$ cat config.mk
export PLATFORM = sky130hd
export DESIGN_NAME = alu_op_scheduler
export DESIGN_NICKNAME = d
export VERILOG_FILES = /design/src/rtl/alu_pkg.sv /design/src/rtl/rr_arbiter2.sv /design/src/rtl/alu_op_scheduler.sv
export SDC_FILE = /design/constraint.sdc
export NUM_CORES = 1
export LEC_CHECK = 0
export BUFFER_PORTS_ARGS = -buffer_cell sky130_fd_sc_hd__buf_2
export CORE_ASPECT_RATIO = 0.9
export CORE_MARGIN = 2
export CORE_UTILIZATION = 38
export CTS_CLUSTER_DIAMETER = 50
export DETAILED_ROUTE_END_ITERATION = 16
export GPL_TIMING_DRIVEN = 0
export PLACE_DENSITY_LB_ADDON = 0.05
export SLEW_MARGIN = 20
export SYNTH_ARGS = -nofsm -noshare
export SYNTH_HDL_FRONTEND = slang
export SYNTH_SLANG_ARGS = --single-unit
$ cat constraint.sdc
create_clock -name clk -period 1.2 [get_ports clk]
set_input_delay 0.06 -clock clk [delete_from_list [all_inputs] [get_ports clk]]
set_output_delay 0.06 -clock clk [all_outputs]
set_load 0.02 [all_outputs]
$ cat src/rtl/alu_pkg.sv
`default_nettype none
// ============================================================================
//  Module      : alu_pkg
//  Description : Shared types and constants for the ALU operation scheduler.
//  Revision    : 1.0 - initial release
// ============================================================================
package alu_pkg;

    localparam int ALU_WIDTH_DEF = 4;

    localparam logic ALU_ADD = 1'b0;
    localparam logic ALU_SUB = 1'b1;

    typedef enum logic [1:0] {
        ST_IDLE = 2'd0,
        ST_EXEC = 2'd1,
        ST_RESP = 2'd2
    } sched_state_e;

endpackage : alu_pkg
`default_nettype wire

$ cat src/rtl/rr_arbiter2.sv
`default_nettype none
// ============================================================================
//  Module      : rr_arbiter2
//  Description : Two-way combinational round-robin arbiter, one-hot grant.
//  Revision    : 1.0 - initial release
// ============================================================================
module rr_arbiter2 (
    input  logic       i_valid0,
    input  logic       i_valid1,
    input  logic       i_last_grant,
    output logic [1:0] o_grant
);

    always_comb begin
        o_grant = 2'b00;
        if (i_valid0 && i_valid1) begin
            // Under contention the requester that did not win last time goes.
            o_grant = i_last_grant ? 2'b01 : 2'b10;
        end else if (i_valid0) begin
            o_grant = 2'b01;
        end else if (i_valid1) begin
            o_grant = 2'b10;
        end
    end

endmodule : rr_arbiter2
`default_nettype wire

$ cat src/rtl/alu_op_scheduler.sv
`default_nettype none
// ============================================================================
//  Module      : alu_op_scheduler
//  Description : Shares one external add/sub datapath between two requesters
//                with round-robin grant and a valid/ready response channel.
//                Define ALU_SCHED_OVF_EN to add the registered rsp_ovf output.
//  Revision    : 1.0 - initial release
// ============================================================================
module alu_op_scheduler
    import alu_pkg::*;
#(
    parameter int WIDTH = ALU_WIDTH_DEF
) (
    input  logic             clk,
    input  logic             rst_n,

    input  logic             req0_valid,
    output logic             req0_ready,
    input  logic [WIDTH-1:0] req0_a,
    input  logic [WIDTH-1:0] req0_b,
    input  logic             req0_m,

    input  logic             req1_valid,
    output logic             req1_ready,
    input  logic [WIDTH-1:0] req1_a,
    input  logic [WIDTH-1:0] req1_b,
    input  logic             req1_m,

    output logic [WIDTH-1:0] alu_a,
    output logic [WIDTH-1:0] alu_b,
    output logic             alu_m,
    input  logic [WIDTH-1:0] alu_s,
    input  logic             alu_cout,

    output logic             rsp_valid,
    input  logic             rsp_ready,
    output logic             rsp_id,
    output logic [WIDTH-1:0] rsp_s,
    output logic             rsp_cout
`ifdef ALU_SCHED_OVF_EN
    ,
    output logic             rsp_ovf
`endif
);

    sched_state_e     r_state;
    sched_state_e     w_state_nxt;

    logic [WIDTH-1:0] r_a;
    logic [WIDTH-1:0] r_b;
    logic             r_m;
    logic             r_id;
    logic             r_last_grant;
    logic [WIDTH-1:0] r_rsp_s;
    logic             r_rsp_cout;

    logic [1:0]       w_grant;
    logic             w_ready0;
    logic             w_ready1;
    logic             w_accept;
    logic             w_capture;

    rr_arbiter2 u_arb (
        .i_valid0     (req0_valid),
        .i_valid1     (req1_valid),
        .i_last_grant (r_last_grant),
        .o_grant      (w_grant)
    );

    always_ff @(posedge clk or negedge rst_n) begin
        if (!rst_n) begin
            r_state <= ST_IDLE;
        end else begin
            r_state <= w_state_nxt;
        end
    end

    always_comb begin
        w_state_nxt = r_state;
        w_ready0    = 1'b0;
        w_ready1    = 1'b0;
        w_accept    = 1'b0;
        w_capture   = 1'b0;
        case (r_state)
            ST_IDLE: begin
                // Gated by rst_n so no ready leaks out while reset is held.
                w_ready0 = rst_n & w_grant[0];
                w_ready1 = rst_n & w_grant[1];
                if ((w_ready0 && req0_valid) || (w_ready1 && req1_valid)) begin
                    w_accept    = 1'b1;
                    w_state_nxt = ST_EXEC;
                end
            end
            ST_EXEC: begin
                w_capture   = 1'b1;
                w_state_nxt = ST_RESP;
            end
            ST_RESP: begin
                if (rsp_ready) begin
                    w_state_nxt = ST_IDLE;
                end
            end
            default: begin
                w_state_nxt = ST_IDLE;
            end
        endcase
    end

    always_ff @(posedge clk or negedge rst_n) begin
        if (!rst_n) begin
            r_a          <= '0;
            r_b          <= '0;
            r_m          <= ALU_ADD;
            r_id         <= 1'b0;
            r_last_grant <= 1'b1;
        end else if (w_accept) begin
            r_a          <= w_grant[1] ? req1_a : req0_a;
            r_b          <= w_grant[1] ? req1_b : req0_b;
            r_m          <= w_grant[1] ? req1_m : req0_m;
            r_id         <= w_grant[1];
            r_last_grant <= w_grant[1];
        end
    end

    always_ff @(posedge clk or negedge rst_n) begin
        if (!rst_n) begin
            r_rsp_s    <= '0;
            r_rsp_cout <= 1'b0;
        end else if (w_capture) begin
            r_rsp_s    <= alu_s;
            r_rsp_cout <= alu_cout;
        end
    end

`ifdef ALU_SCHED_OVF_EN
    logic [WIDTH-1:0] w_beff;
    logic             w_ovf;
    logic             r_rsp_ovf;

    // Signed overflow: operands agree in sign after effective inversion, result does not.
    assign w_beff = r_b ^ {WIDTH{r_m == ALU_SUB}};
    assign w_ovf  = (r_a[WIDTH-1] == w_beff[WIDTH-1]) && (alu_s[WIDTH-1] != r_a[WIDTH-1]);

    always_ff @(posedge clk or negedge rst_n) begin
        if (!rst_n) begin
            r_rsp_ovf <= 1'b0;
        end else if (w_capture) begin
            r_rsp_ovf <= w_ovf;
        end
    end

    assign rsp_ovf = r_rsp_ovf;
`endif

    assign req0_ready = w_ready0;
    assign req1_ready = w_ready1;

    assign alu_a = r_a;
    assign alu_b = r_b;
    assign alu_m = r_m;

    assign rsp_valid = (r_state == ST_RESP);
    assign rsp_id    = r_id;
    assign rsp_s     = r_rsp_s;
    assign rsp_cout  = r_rsp_cout;

endmodule : alu_op_scheduler
`default_nettype wire

=== Yosys cells after proc, flatten, opt, wreduce, memory -nomap -nowiden ===
Index checks and enable logic that the tools add are counted.

* Register bits: 18
* Latch bits: 0
* Memory bits (writable): 0
* Memory bits (read-only): 0
* Bits of input ports: 28
* Output and inout port bits: 18
* Word-level logic and storage cells: 35
* Memories: 0

* Add/subtract/negate cells: 0
* $mul: 0
* Div/mod/pow operators: 0
* Magnitude comparators: 0
* Eq/ne operators: 4
* Shift-type cells: 0
* Multiplexer cells: 15
* Bitwise operators: 2
* Reductions and logical operators: 6

{| class="wikitable"
|+ Operators with widths
! cell !! number
|-
| $mux W2 || 6
|-
| $mux W4 || 2
|-
| $mux W1 || 6
|-
| $pmux W2 S3 || 1
|-
| $logic_and A1 B1 Y1 || 3
|-
| $and A1 B1 Y1 || 2
|-
| $eq A2 B1 Y1 const B || 1
|-
| $eq A2 B2 Y1 const B || 1
|-
| $logic_not A2 Y1 || 1
|-
| $ne A2 B1 Y1 const B || 1
|-
| $ne A2 B2 Y1 const B || 1
|-
| $reduce_and A2 Y1 || 1
|-
| $logic_or A1 B1 Y1 || 1
|}

=== Longest topological paths before layout ===
Gate-level depths: netlist of run 1.

* Depth in word-level cells: 8
* Gate-level depth with buffers: 4
* Mapped depth without buffers: 3

=== Cells and area by module ===
From an unflattened synthesis of run 1, not the netlist that was laid out.

* Cell total of the unflattened synthesis: 58
* Area, all modules: 897.1 µm²

{| class="wikitable"
|+ By module, submodules not included
! module !! instances !! cells each !! area an instance (µm²) !! seq. area each (µm²)
|-
| alu_op_scheduler || 1 || 55 || 878.3 || 451.7
|-
| rr_arbiter2 || 1 || 3 || 18.8 || 0.0
|}

=== Worst setup path after synthesis of run 1 ===
No wires, ideal clock.

* Path kind: flip-flop to output port
* From: register r_last_grant
* To: output port req1_ready
* Arrival: 1.465 ns
* Path slack: -0.325 ns
* Stages on the path, launching flop included: 4
* Buffers on the path: 1
* Cells stage by stage: dfstp_2 -> a21bo_2 -> buf_6 -> nor4b_1

* Cells in the longest elaborated chain, start to end: 4

{| class="wikitable"
|+ Ends and longest elaborated chain
! element !! line !! text
|-
| start, declared || alu_op_scheduler.sv:53 || <nowiki>logic r_last_grant;</nowiki>
|-
| start signal, assigned || alu_op_scheduler.sv:121 || <nowiki>r_last_grant <= w_grant[1];</nowiki>
|-
| $mux W2 || rr_arbiter2.sv:18 || <nowiki>o_grant = i_last_grant ? 2'b01 : 2'b10;</nowiki>
|-
| $mux W2 || rr_arbiter2.sv:16 || <nowiki>if (i_valid0 && i_valid1) begin</nowiki>
|-
| $and A1 B1 Y1 || alu_op_scheduler.sv:88 || <nowiki>w_ready1 = rst_n & w_grant[1];</nowiki>
|-
| $mux W1 || alu_op_scheduler.sv:84 || <nowiki>case (r_state)</nowiki>
|-
| end, declared || alu_op_scheduler.sv:24 || <nowiki>output logic req1_ready,</nowiki>
|}

Every way passes these cells.

=== Final worst setup path of run 1 ===
* From: register r_state[0]
* To: output port req0_ready

* Cells in the longest elaborated chain, start to end: 2

{| class="wikitable"
|+ Ends and longest elaborated chain
! element !! line !! text
|-
| start, declared || alu_op_scheduler.sv:46 || <nowiki>sched_state_e r_state;</nowiki>
|-
| start signal, assigned || alu_op_scheduler.sv:74 || <nowiki>r_state <= w_state_nxt;</nowiki>
|-
| $logic_not A2 Y1 || alu_op_scheduler.sv:84 ||
|-
| $mux W1 || alu_op_scheduler.sv:84 ||
|-
| end, declared || alu_op_scheduler.sv:18 || <nowiki>output logic req0_ready,</nowiki>
|}

Every way passes these cells.

==> results of run 1 <==
metal layers:
layer  vias to the layer above  share of wire [%]  GRT usage, %  wire length, um
met1                       393                 42         24.70             1009
met3                         2                4.9         6.875              117
li1                        365                  -             -                -
met5                         -                  0             0                0
met2                        26                 52         34.00             1243
met4                         0               0.55         5.641               13
state kept, by name (all words and copies together), names as in the netlist:
signal,flops
rsp_id,1
alu_m,1
r_state,2
alu_a,4
alu_b,4
r_last_grant,1
rsp_cout,1
rsp_s,4
layout make-up:
class,instances,area [um^2]
fillers,158,554.3
flip-flops and latches,18,454.2
multi-input cells,36,437.9
repair buffers,63,426.7
clock buffers,4,36.28
well taps,25,31.28
plain buffers,2,22.52
inverters,2,7.507
cells in the final DEF (no fill, tap or decap), drive strengths merged:
cell and n:
buf 57, dfrtp 17, o32ai 9, a2bb2oi 9, dlygate4sd3 8, mux2 5, clkbuf 4, nand2b 2
nor3b 2, a21oi 2, inv 1, a21bo 1, nor4b 1, clkinv 1, nor2b 1, o21a 1
o21ai 1, nor2 1, a31oi 1, dfstp 1
cell families after synthesis:
family	Yosys count	share of synthesized area, %
multiplexers	5	6.965
flip-flops	18	55.88
AND/OR/NAND/NOR	7	7.740
AO/OA/AOI/OAI	24	24.30
buffers and inverters	7	5.107
worst min-delay path by stage:
stage,slack [ns],to,startpoint
2_1_floorplan,-0.24,alu_a[0]$_DFFE_PN0P_,rst_n
3_3_place_gp,0.03,alu_b[1]$_DFFE_PN0P_,rst_n
3_5_place_dp,0.03,alu_b[1]$_DFFE_PN0P_,rst_n
4_1_cts,-0.04,r_last_grant$_DFFE_PN1P_,req0_valid
5_1_grt,-0.03,r_last_grant$_DFFE_PN1P_,req0_valid
6_report,-0.02,r_last_grant$_DFFE_PN1P_,req0_valid
critical path, cell delays in order (launching register included):
cell,delay [ns]
dfrtp_2,0.44
nor3b_4,0.24
nor3b_4,0.25
buf_6,0.15
where the power goes:
part	switching [uW]	internal [uW]	total, uW
logic	790	845	1630
registers	190	893	1080
clock network	201	185	386
per-stage QoR:
step	area [um^2]	hold WS [ns]	worst slack [ns]
after floorplan	832.0	-0.2356	-0.02348
after global placement	1089	0.02811	-0.1830
after detailed placement	1089	0.02855	-0.2075
after CTS	1321	-0.03681	-0.2608
after global routing	1416	-0.02835	-0.3123
final	1416	-0.02121	-0.2453
what timing repair did:
item | CTS | global route
resized for setup | 18 | 21
gates cloned | 0 | 1
endpoints found under the setup margin | 18 | 20
buffers inserted | 7 | 3
pin swaps | 4 | 2
hold endpoints to repair | 24 | 1
==> metrics.yaml, run 1 <==
outcome: "complete, but fails checks"
violations: "negative hold slack, negative setup slack"
ant_nets: 0
nets: 154
coreArea_um2: 1971
dp_hpwl_mm: 1.340
cts_sinks: 18
holdPathStages: 2
tritoncts: "yes"
synthTopCellsByArea: "dfrtp_1, a2bb2oi_1, o32ai_1, mux2_2, dfstp_2"
syn_area_per_cell_um2: 13.25
setup_viol: 19
async_flop_share_pct: 100.0
syn-cell-area_um2: 808.3
post_drt_via_cell_ratio: 5.240
antenna_found_initial: 0
final_cells: 150
crit_start: "r_state[0]$_DFFE_PN0P_"
hold_ws_ns: -0.02121
maxCapViolations: 0
synth_cell_type_count: 21
clock_latency_ns: 0.30
clock.fmax_ghz: 0.6919
clk_pin_slew_ns: 0.11
synth_top_area_share_pct: 52.63
die_x_um: 52.62
min_period_ns: 1.445
ys_seq_elements: 18
power_density_nw_per_um2: 2191
syn_inst: 61
cp.arrival_ns: 1.39
grt_overflow_total: 0
wl_per_cell_um: 15.89
tightest_slew_ns: 0.7831
antenna_cells: 0
tns_ns: -2.202
max_slew_margin_pct: 47.62
post-route-period-util_pct: 120.4
gp_congestion: 0.7454
maxSlewViolCount: 0
ios: 46
r2r_start: "r_state[0]$_DFFE_PN0P_"
synth.most_common_cell: "dfrtp_1"
hold_viol: 1
drive_gt1_share_pct: 69.60
r2r_cells: 5
p_leak_uw: 0.0006540
fp.dieH_um: 47.76
synth_edf_count: 0
fin_skew_ns: 0.003257
grt_usage_pct: 20.00
dp.cells: 131
drtIter0Drc: 6
cts_max_level: 1
startpoint_type: "flip-flop"
postLayoutCoreUtil_pct: 71.87
routed_wl_mm: 2.383
r2r-end: "alu_b[2]$_DFFE_PN0P_"
critPathRequiredTime_ns: 1.14
clock_path_buffers: 2
criticalPathCategory: "reg -> out"
syn2layout_area_growth_pct: 75.23
yosysWarnings: 0
grt_first_pass_wirelength_mm: 3.429
endpoint_kind: "output port"
reg2reg_slack_ns: -0.15
grt_max_degree: 18
first_pass_iters: 3
cp_max_fo: 2
total_power_uw: 3104
grt_pass1_vias: 709
synth_area_leader_cell: "dfrtp_1"
numCtsBuffers: 3
fp-row-count: 15
initial_core_util_pct: 41.02
design.die.area_um2: 2513
ir_worst_vdd_mv: 1.330
hold_path_class: "in -> reg"
drc_errors: 0
route.vias.total: 786
port_buffers: 45
cp-endpoint: "req0_ready"
rsz0062_at_grt: "yes"
synth-main-ff-cell: "dfrtp_1"
holdBufCountCts: 8
syn_nets: 89
worst_slack_ns: -0.2453
synth_common_cells: "dfrtp_1, a2bb2oi_1, o32ai_1"
root_buffer: "clkbuf_4"
seq_area_frac_synth_pct: 55.88
No activity file was read; power rests on OpenSTA's default activity.
==> run 2, diff against run 1 <==
--- a/config.mk
+++ b/config.mk
@@ -6,6 +6,7 @@
 export NUM_CORES = 1
 export LEC_CHECK = 0
 export BUFFER_PORTS_ARGS = -buffer_cell sky130_fd_sc_hd__buf_2
+export CAP_MARGIN = 20
 export CORE_ASPECT_RATIO = 0.9
 export CORE_MARGIN = 2
 export CORE_UTILIZATION = 38
@@ -13,6 +14,7 @@
 export DETAILED_ROUTE_END_ITERATION = 16
 export GPL_TIMING_DRIVEN = 0
 export PLACE_DENSITY_LB_ADDON = 0.05
+export RECOVER_POWER = 50
 export SLEW_MARGIN = 20
 export SYNTH_ARGS = -nofsm -noshare
 export SYNTH_HDL_FRONTEND = slang
==> run 2 against run 1 <==
Net effect: the flow still finishes with violations (negative hold slack, negative setup slack); total power shrank 2.0%; cell area shrank 1.4%; clock skew grew 0.0031 ns; combinational power shrank 4%; cell count is the same; critical endpoint unchanged; largest power group unchanged.
==> metrics.yaml, run 2 (synthesis gave the netlist of run 1 again) <==
numCtsBuffers: 3
crit_chain: "nor3b_4, nor3b_4, buf_6"
hold_path_class: "in -> reg"
tightest_slew_ns: 0.7879
max_slew_margin_pct: 47.30
outcome: "complete, but fails checks"
post_drt_via_cell_ratio: 5.313
total_power_uw: 3043
switching_share_pct: 39.04
clk_pin_slew_ns: 0.11
r2r_cells: 5
cpMostUsedCell: "nor3b_4"
design.die.area_um2: 2513
path_buf_inv: 1
reg2reg_slack_ns: -0.15
grt_max_degree: 18
crit_start: "r_state[0]$_DFFE_PN0P_"
maxCapViolations: 0
routed_wl_mm: 2.387
endpoint_kind: "output port"
tritoncts: "yes"
dp.cells: 131
drive_gt1_share_pct: 56.80
cp-endpoint: "req0_ready"
grt_pass1_vias: 709
worst_slack_ns: -0.2489
r2r-end: "alu_b[0]$_DFFE_PN0P_"
criticalPathCategory: "reg -> out"
maxSlewViolCount: 0
startpoint_type: "flip-flop"
cts_sinks: 18
hold_ws_ns: -0.01900
power_frac_seq_pct: 35.7
die_x_um: 52.62
slowest_delay_ns: 0.44
rsz0062_at_grt: "yes"
violations: "negative hold slack, negative setup slack"
ir_worst_vdd_mv: 1.314
fillers: 164
clock_latency_ns: 0.30
switching_power_uw: 1188
grt_overflow_total: 0
nets: 154
syn2layout_area_growth_pct: 72.76
cp.arrival_ns: 1.39
holdPathStages: 2
route.vias.total: 797
grt_usage_pct: 20.00
postLayoutCoreUtil_pct: 70.86
ant_nets: 0
layout_commonest_cell: "buf_2"
fin_skew_ns: 0.006308
power_density_nw_per_um2: 2179
fp.dieH_um: 47.76
path_delay_family: "simple AND/OR/NAND/NOR gates"
setup_viol: 19
power.internal_uw: 1855
min_period_ns: 1.449
port_buffers: 45
power_frac_clock_pct: 12.7
cp_max_fo: 2
cp.depth: 3
grt_first_pass_wirelength_mm: 3.429
critPathRequiredTime_ns: 1.14
initial_core_util_pct: 41.02
dp_hpwl_mm: 1.340
hold_viol: 1
final_cells: 150
first_pass_iters: 4
clock.fmax_ghz: 0.6902
clock_path_buffers: 2
post-route-period-util_pct: 120.7
p_comb_share_pct: 51.6
cts_max_level: 1
antenna_found_initial: 0
antenna_cells: 0
drtIter0Drc: 6
slowest_stage: "dfrtp_2"
ios: 46
coreArea_um2: 1971
drc_errors: 0
holdBufCountCts: 8
gp_congestion: 0.7454
most-common-layout-cells: "buf_2, clkbuf_1, dfrtp_1"
wl_per_cell_um: 15.91
p_leak_uw: 0.0006150
root_buffer: "clkbuf_4"
fp-row-count: 15
r2r_start: "r_state[0]$_DFFE_PN0P_"
==> run 2: how the worst min path moves through the flow <==
| stage | startpoint | end | slack [ns] |
|---|---|---|---|
| floorplan | rst_n | alu_a[0]$_DFFE_PN0P_ | -0.24 |
| global placement | rst_n | alu_b[1]$_DFFE_PN0P_ | 0.03 |
| detailed placement | rst_n | alu_b[1]$_DFFE_PN0P_ | 0.03 |
| CTS | req0_valid | r_last_grant$_DFFE_PN1P_ | -0.04 |
| global route | req0_valid | r_last_grant$_DFFE_PN1P_ | -0.03 |
| finish | req0_valid | r_last_grant$_DFFE_PN1P_ | -0.02 |
==> run 2: power groups by stage <==
stage | logic, uW | clock network (uW) | registers [uW]
2_1_floorplan | 498 | 0 | 1360
3_3_place_gp | 1190 | 0 | 1050
3_5_place_dp | 1210 | 0 | 1060
4_1_cts | 1440 | 395 | 1050
5_1_grt | 1670 | 435 | 1120
6_report | 1570 | 388 | 1090
==> run 2: final cells by class <==
cell class / count / area (um^2) / share of cell area (%)
Tap cell: 25 / 31.28 / 2.240
Inverter: 2 / 7.507 / 0.5376
Sequential cell: 18 / 454.2 / 32.53
Buffer: 2 / 22.52 / 1.613
Clock buffer: 4 / 36.28 / 2.599
Timing Repair Buffer: 63 / 406.6 / 29.12
Multi-Input combinational cell: 36 / 437.9 / 31.36
==> run 2: per-stage QoR <==
| stage | setup slack (ns) | cell area [um^2] | TNS (ns) | hold slack [ns] |
|---|---|---|---|---|
| 2_1_floorplan | -0.02348 | 832.0 | -0.02348 | -0.2356 |
| 3_3_place_gp | -0.1830 | 1089 | -1.809 | 0.02811 |
| 3_5_place_dp | -0.2075 | 1089 | -2.141 | 0.02855 |
| 4_1_cts | -0.2608 | 1321 | -1.747 | -0.03681 |
| 5_1_grt | -0.3123 | 1396 | -3.186 | -0.02835 |
| 6_report | -0.2489 | 1396 | -2.207 | -0.01900 |
==> run 2: repair_timing <==
action                                 in CTS  in global routing
pin swaps                                   4                  2
cloned                                      0                  1
setup buffers                               7                  3
resized for setup                          18                 21
endpoints found under the hold margin      24                  1
setup endpoints to repair                  18                 20
==> run 2: layer usage <==
layer | up-vias | share of wire (%) | GRT usage (%)
met1 | 403 | 42 | 24.70
li1 | 365 | - | -
met2 | 27 | 52 | 34.00
met4 | 0 | 0.54 | 5.641
met3 | 2 | 5.4 | 6.875
met5 | - | 0 | 0
